### src/rtl/life_ctrl_pkg.sv
// life_ctrl_pkg: shared types, sizes and cell indexing for the life controller
package life_ctrl_pkg;
  localparam int ROWS = 4;
  localparam int COLS = 4;
  localparam int CELLS = ROWS * COLS;
  typedef enum logic [1:0] {IDLE, WRITE, CLEAR} state_t;
  function automatic logic [3:0] cell_idx(input logic [1:0] r, input logic [1:0] c);
    return 4'(r * COLS + c);
  endfunction
endpackage

### src/rtl/life_ctrl_sequencer_divider.sv
// frame_rate_divider: counts frame pulses while running and requests a generation every max(rate,1) frames
module frame_rate_divider #(
  parameter int RATE_W = 8
) (
  input  logic              clk,
  input  logic              reset,
  input  logic              frame,
  input  logic              running,
  input  logic [RATE_W-1:0] rate,
  output logic              gen_req
);
  logic [RATE_W-1:0] count;
  logic [RATE_W-1:0] last;
  assign last = (rate == '0) ? '0 : rate - 1'b1;
  assign gen_req = running && frame && count >= last;
  // held at zero while paused so every entry into run starts a fresh period
  always_ff @(posedge clk or posedge reset)
    if (reset) count <= '0;
    else if (!running) count <= '0;
    else if (frame) count <= gen_req ? '0 : count + 1'b1;
endmodule

### src/rtl/life_ctrl_sequencer.sv
// life_ctrl_sequencer: arbitrates cursor edits, clears and generation advances on the cell array write port
module life_ctrl_sequencer
  import life_ctrl_pkg::*;
#(
  parameter int RATE_W = 8,
  parameter int GEN_W  = 16
) (
  input  logic              clk,
  input  logic              reset,
  input  logic              frame,
  input  logic [15:0]       alive,
  input  logic [RATE_W-1:0] rate,
  input  logic              btn_up,
  input  logic              btn_down,
  input  logic              btn_left,
  input  logic              btn_right,
  input  logic              btn_toggle,
  input  logic              btn_run,
  input  logic              btn_step,
  input  logic              btn_clear,
  output logic [1:0]        row,
  output logic [1:0]        col,
  output logic              val,
  output logic              write_enb,
  output logic              run,
  output logic [1:0]        cursor_row,
  output logic [1:0]        cursor_col,
  output logic              running,
  output logic              busy,
  output logic [GEN_W-1:0]  gen_count
);
  state_t state, state_nxt;
  logic clr_p, tog_p, gen_p, gen_req;
  logic svc_clr, svc_tog, svc_gen;
  logic [1:0] tog_row, tog_col, row_nxt, col_nxt, row_step, col_step;
  logic [3:0] idx, idx_nxt;
  logic val_nxt, we_nxt, run_nxt;
  frame_rate_divider #(.RATE_W(RATE_W)) u_div (
    .clk(clk), .reset(reset), .frame(frame), .running(running), .rate(rate), .gen_req(gen_req)
  );
  assign svc_clr = state == IDLE && clr_p;
  assign svc_tog = state == IDLE && !clr_p && tog_p;
  assign svc_gen = state == IDLE && !clr_p && !tog_p && gen_p;
  assign busy = state != IDLE;
  always_comb begin
    state_nxt = state == IDLE ? (clr_p ? CLEAR : tog_p ? WRITE : IDLE)
              : (state == CLEAR && idx != 4'd15) ? CLEAR : IDLE;
  end
  // outputs are computed for the upcoming state and registered alongside it
  always_comb begin
    idx_nxt = state == CLEAR ? idx + 4'd1 : 4'd0;
    we_nxt  = state_nxt != IDLE;
    run_nxt = svc_gen;
    row_nxt = state_nxt == WRITE ? tog_row : state_nxt == CLEAR ? idx_nxt[3:2] : row;
    col_nxt = state_nxt == WRITE ? tog_col : state_nxt == CLEAR ? idx_nxt[1:0] : col;
    val_nxt = state_nxt == WRITE ? ~alive[cell_idx(tog_row, tog_col)] : 1'b0;
  end
  always_ff @(posedge clk or posedge reset)
    if (reset) begin
      state     <= IDLE;
      idx       <= '0;
      row       <= '0;
      col       <= '0;
      val       <= 1'b0;
      write_enb <= 1'b0;
      run       <= 1'b0;
    end else begin
      state     <= state_nxt;
      idx       <= idx_nxt;
      row       <= row_nxt;
      col       <= col_nxt;
      val       <= val_nxt;
      write_enb <= we_nxt;
      run       <= run_nxt;
    end
  assign row_step = (btn_down && !btn_up) ? 2'd1 : (btn_up && !btn_down) ? 2'd3 : 2'd0;
  assign col_step = (btn_right && !btn_left) ? 2'd1 : (btn_left && !btn_right) ? 2'd3 : 2'd0;
  // a pending flag drops new requests until it is serviced
  always_ff @(posedge clk or posedge reset)
    if (reset) begin
      clr_p      <= 1'b0;
      tog_p      <= 1'b0;
      gen_p      <= 1'b0;
      tog_row    <= '0;
      tog_col    <= '0;
      cursor_row <= '0;
      cursor_col <= '0;
      running    <= 1'b0;
      gen_count  <= '0;
    end else begin
      cursor_row <= cursor_row + row_step;
      cursor_col <= cursor_col + col_step;
      running    <= running ^ btn_run;
      clr_p      <= clr_p ? !svc_clr : btn_clear;
      tog_p      <= tog_p ? !(svc_tog || svc_clr) : btn_toggle;
      gen_p      <= gen_p ? !(svc_gen || svc_clr) : ((btn_step && !running) || gen_req);
      gen_count  <= svc_clr ? '0 : svc_gen ? gen_count + 1'b1 : gen_count;
      if (!tog_p && btn_toggle) begin
        tog_row <= cursor_row;
        tog_col <= cursor_col;
      end
    end
endmodule

### config.mk
export PLATFORM = sky130hd
export DESIGN_NAME = life_ctrl_sequencer
export DESIGN_NICKNAME = d
export VERILOG_FILES = /design/src/rtl/life_ctrl_pkg.sv /design/src/rtl/life_ctrl_sequencer_divider.sv /design/src/rtl/life_ctrl_sequencer.sv
export SDC_FILE = /design/constraint.sdc
export NUM_CORES = 1
export LEC_CHECK = 0
export ABC_AREA = 1
export ABC_CLOCK_PERIOD_IN_PS = 1800
export CELL_PAD_IN_SITES_DETAIL_PLACEMENT = 1
export CELL_PAD_IN_SITES_GLOBAL_PLACEMENT = 2
export CORE_ASPECT_RATIO = 1.25
export CORE_MARGIN = 2
export CORE_UTILIZATION = 26
export CTS_BUF_LIST = sky130_fd_sc_hd__clkbuf_4 sky130_fd_sc_hd__clkbuf_8 sky130_fd_sc_hd__clkbuf_16
export DETAILED_ROUTE_END_ITERATION = 12
export PLACE_DENSITY_LB_ADDON = 0.1
export SLEW_MARGIN = 20
export SYNTH_ARGS = -nofsm -noshare
export SYNTH_HDL_FRONTEND = slang
export SYNTH_SLANG_ARGS = --single-unit
### constraint.sdc
create_clock -name clk -period 1.8 [get_ports clk]
set_input_delay 0.54 -clock clk [delete_from_list [all_inputs] [get_ports clk]]
set_output_delay 0.54 -clock clk [all_outputs]
set_load 0.05 [all_outputs]
==> results_dict.tcl <==
set metrics [dict create \
    coreArea_mm2 0.0111 \
    dp_cells 600 \
    async_reset_ff_share_pct 100 \
    hold_viol_final 0 \
    worstMarginPinSlew_ns 0.557 \
    ys_top_cells_by_area "dfrtp_1 (42%), nand2_1 (11%), inv_1 (8.0%)" \
    crit_required_ns 2.02 \
    fin_crit_ns 1.93 \
    dp_hpwl_um 6430 \
    synthesis.area_mm2 0.00294 \
    vias 2843 \
    avgSynthCellArea_um2 7.57 \
    cts_hold_buf 0 \
    root_buffer "clkbuf_16" \
    violations "negative setup slack" \
    die_y_um 123 \
    grt_max_degree 37 \
    drv_slew 0 \
    grt_overflow 0 \
    fillers 1288 \
    clk_pin_slew_ns 0.07 \
    ys_types 32 \
    grt_pass1_vias 2939 \
    area_delta_synth_final_pct 54.0 \
    yosysTopAreaCellShare_pct 41.7 \
    synth_cells 389 \
    path_max_fanout 6 \
    pre_cts_ws_ns -0.989 \
    ys_seq_area_share_pct 41.7 \
    ys_dominant_reg_cell "dfrtp_1" \
    powerDensity_mw_per_mm2 1190 \
    synth_edf_count 0 \
    fin_cells 614 \
    drcViolationCount 0 \
    grt_use_met1_pct 17.7 \
    dieArea_mm2 0.0122 \
    crit_type "in -> reg" \
    skew_ns 0.00372 \
    die_w_um 99.2 \
    grtUsageTotal_pct 14.4 \
    start_util_pct 26.6 \
    rows 43 \
    antenna_found_initial 0 \
    maxCapViolCount 0 \
    ioPinCount 64 \
    drive_above_1_share_pct 24.4 \
    antenna_cells 0 \
    drt_iter0_markers 69 \
    routed_wl_um 8370 \
    grt_pass1_wl_um 14000 \
    h-tree-depth 2 \
    gp_congestion 0.763 \
    antenna_left 0 \
    grt_setup_unrepaired "true" \
    vias_per_cell 4.63 \
    period_share_pct 107 \
    p_leak_uw 0.00215 \
    dpl_cell_area_mm2 0.00415 \
    end_kind "flip-flop" \
    io_buffers 63 \
    firstDrtPassIters 4 \
    setup_viol 9 \
    numCtsBuffers 5 \
    worst_slack_ns -0.127 \
    wl_per_cell_um 13.6 \
    max_slew_margin_pct 62.7 \
    grt.met3_usage_pct 2.26 \
    final_area_mm2 0.00453 \
    cts_tree "built" \
    status "finished, violations left" \
    synth_seq_cells 49 \
    clk_latency_ns 0.29 \
    peakVddDrop_mv 0.543 \
    ys_warn_count 0 \
    synth_top_cell_by_area "dfrtp_1" \
    hp-class "reg -> reg" \
    hold_ws_ns 0.498 \
    busiest_layer "met2" \
    synth_nets 442 \
    nNetsFinal 531 \
    clockBufferDepth 2 \
    cp-start-kind "input pin" \
    fmax_ghz 0.519 \
    utilization_pct 40.9 \
    critical_path_arrival_ns 2.15 \
    clock-sinks 49 \
    met2_usage_pct 25.8 \
]
[critical path: stages]
cell and delay [ns]:
buf_12 0.09, inv_12 0.03, ha_4 0.15, inv_4 0.07
nor2_4 0.04, nand3_4 0.10, inv_2 0.04, or2_4 0.23
ha_4 0.27, nand2_2 0.04, nor2_1 0.08, nor2_1 0.05
nand2_1 0.06, nand2_2 0.08, nand2_2 0.09, nand2_1 0.05
a21oi_1 0.13
[state kept, by name, summed over array words and instances, names as in the netlist]
name         count
running          1
val              1
tog_p            1
run              1
write_enb        1
tog_row          2
row              2
cursor_col       2
clr_p            1
state            2
idx              4
tog_col          2
u_div.count      8
gen_p            1
cursor_row       2
col              2
gen_count       16
[timing repair]
action | CTS | global route
setup buffers | 5 | 2
setup endpoints to repair | 9 | 15
pin swaps | 20 | 20
resized for setup | 36 | 37
[synth_stat cells, types with 2 or more instances]
cell,n
o211ai_1,2
buf_2,2
o21bai_1,2
nor2_2,2
ha_1,18
nor2_4,2
a21oi_1,29
dfrtp_1,49
o21ai_0,25
xor2_1,5
nor3_1,4
nor2_1,42
nand2_1,88
mux2_2,2
o21ai_1,3
or2_2,3
xnor2_1,6
nand3_1,23
nand4_1,7
inv_1,63
[cell usage in the layout, fill, tap and decap left out, drive strengths merged, types with 2 or more instances in the layout]
cell type,count
a21oi,29
o21ai,28
inv,64
nor3,4
nand4,8
clkbuf,9
clkdlybuf4s50,26
or2,3
mux2,2
nor2,46
o211ai,2
xnor2,6
clkinv,2
dfrtp,49
nand3,23
ha,18
xor2,5
nand2,88
buf,55
bufinv,2
o21bai,2
[metal layers]
metal | share of wire [%] | wire length (um)
met3 | 3.4 | 287
met4 | 1.5 | 129
met2 | 51 | 4300
met1 | 44 | 3650
met5 | 0 | 0
[path summary, 6_finish.rpt]
path                             endpoint  slack, ns     from  cells after the start
max                                 gen_p      -0.13  rate[1]                     17
min                                col[1]       0.50   col[1]                      2
max reg2reg                        col[0]       0.14   idx[0]                      9
min in group asynchronous  u_div.count[6]       0.60    reset                      3
min reg2reg                        col[1]       0.50   col[1]                      2
max in group asynchronous    gen_count[7]       1.00    reset                      3
[where the power goes]
group / switching [uW] / internal [uW] / leakage (uW)
logic: 1390 / 1060 / 0.00143
registers: 337 / 1390 / 0.000629
clock network: 444 / 795 / 0.0000938
total: 2170 / 3250 / 0.00215
[cell families after synthesis]
family                     synth area share (%)
xor gates and xnor gates                   3.27
buffers and inverters                      9.01
and+or+nand+nor                            25.6
DFF                                        41.7
muxes                                     0.765
AOI/OAI and AO/OA                          12.0
adders and majority gates                  7.65
[per-stage QoR]
stage | power [uW] | TNS [ns]
6_report | 5410 | -0.865
5_1_grt | 5820 | -1.93
4_1_cts | 5430 | -2.14
3_5_place_dp | 4140 | -8.65
3_3_place_gp | 4090 | -8.10
2_1_floorplan | 3090 | -1.33
[area by class of cell]
type | instances | area [um2] | area share (%)
inverters | 65 | 267 | 5.88
multi-input cells | 271 | 1630 | 35.9
flip-flops and latches | 49 | 1230 | 27.0
clock inverters | 3 | 65.1 | 1.44
repair buffers | 86 | 1050 | 23.2
clock buffers | 5 | 125 | 2.76
well taps | 135 | 169 | 3.73
Note: power is estimated with default switching activity, not from simulation.
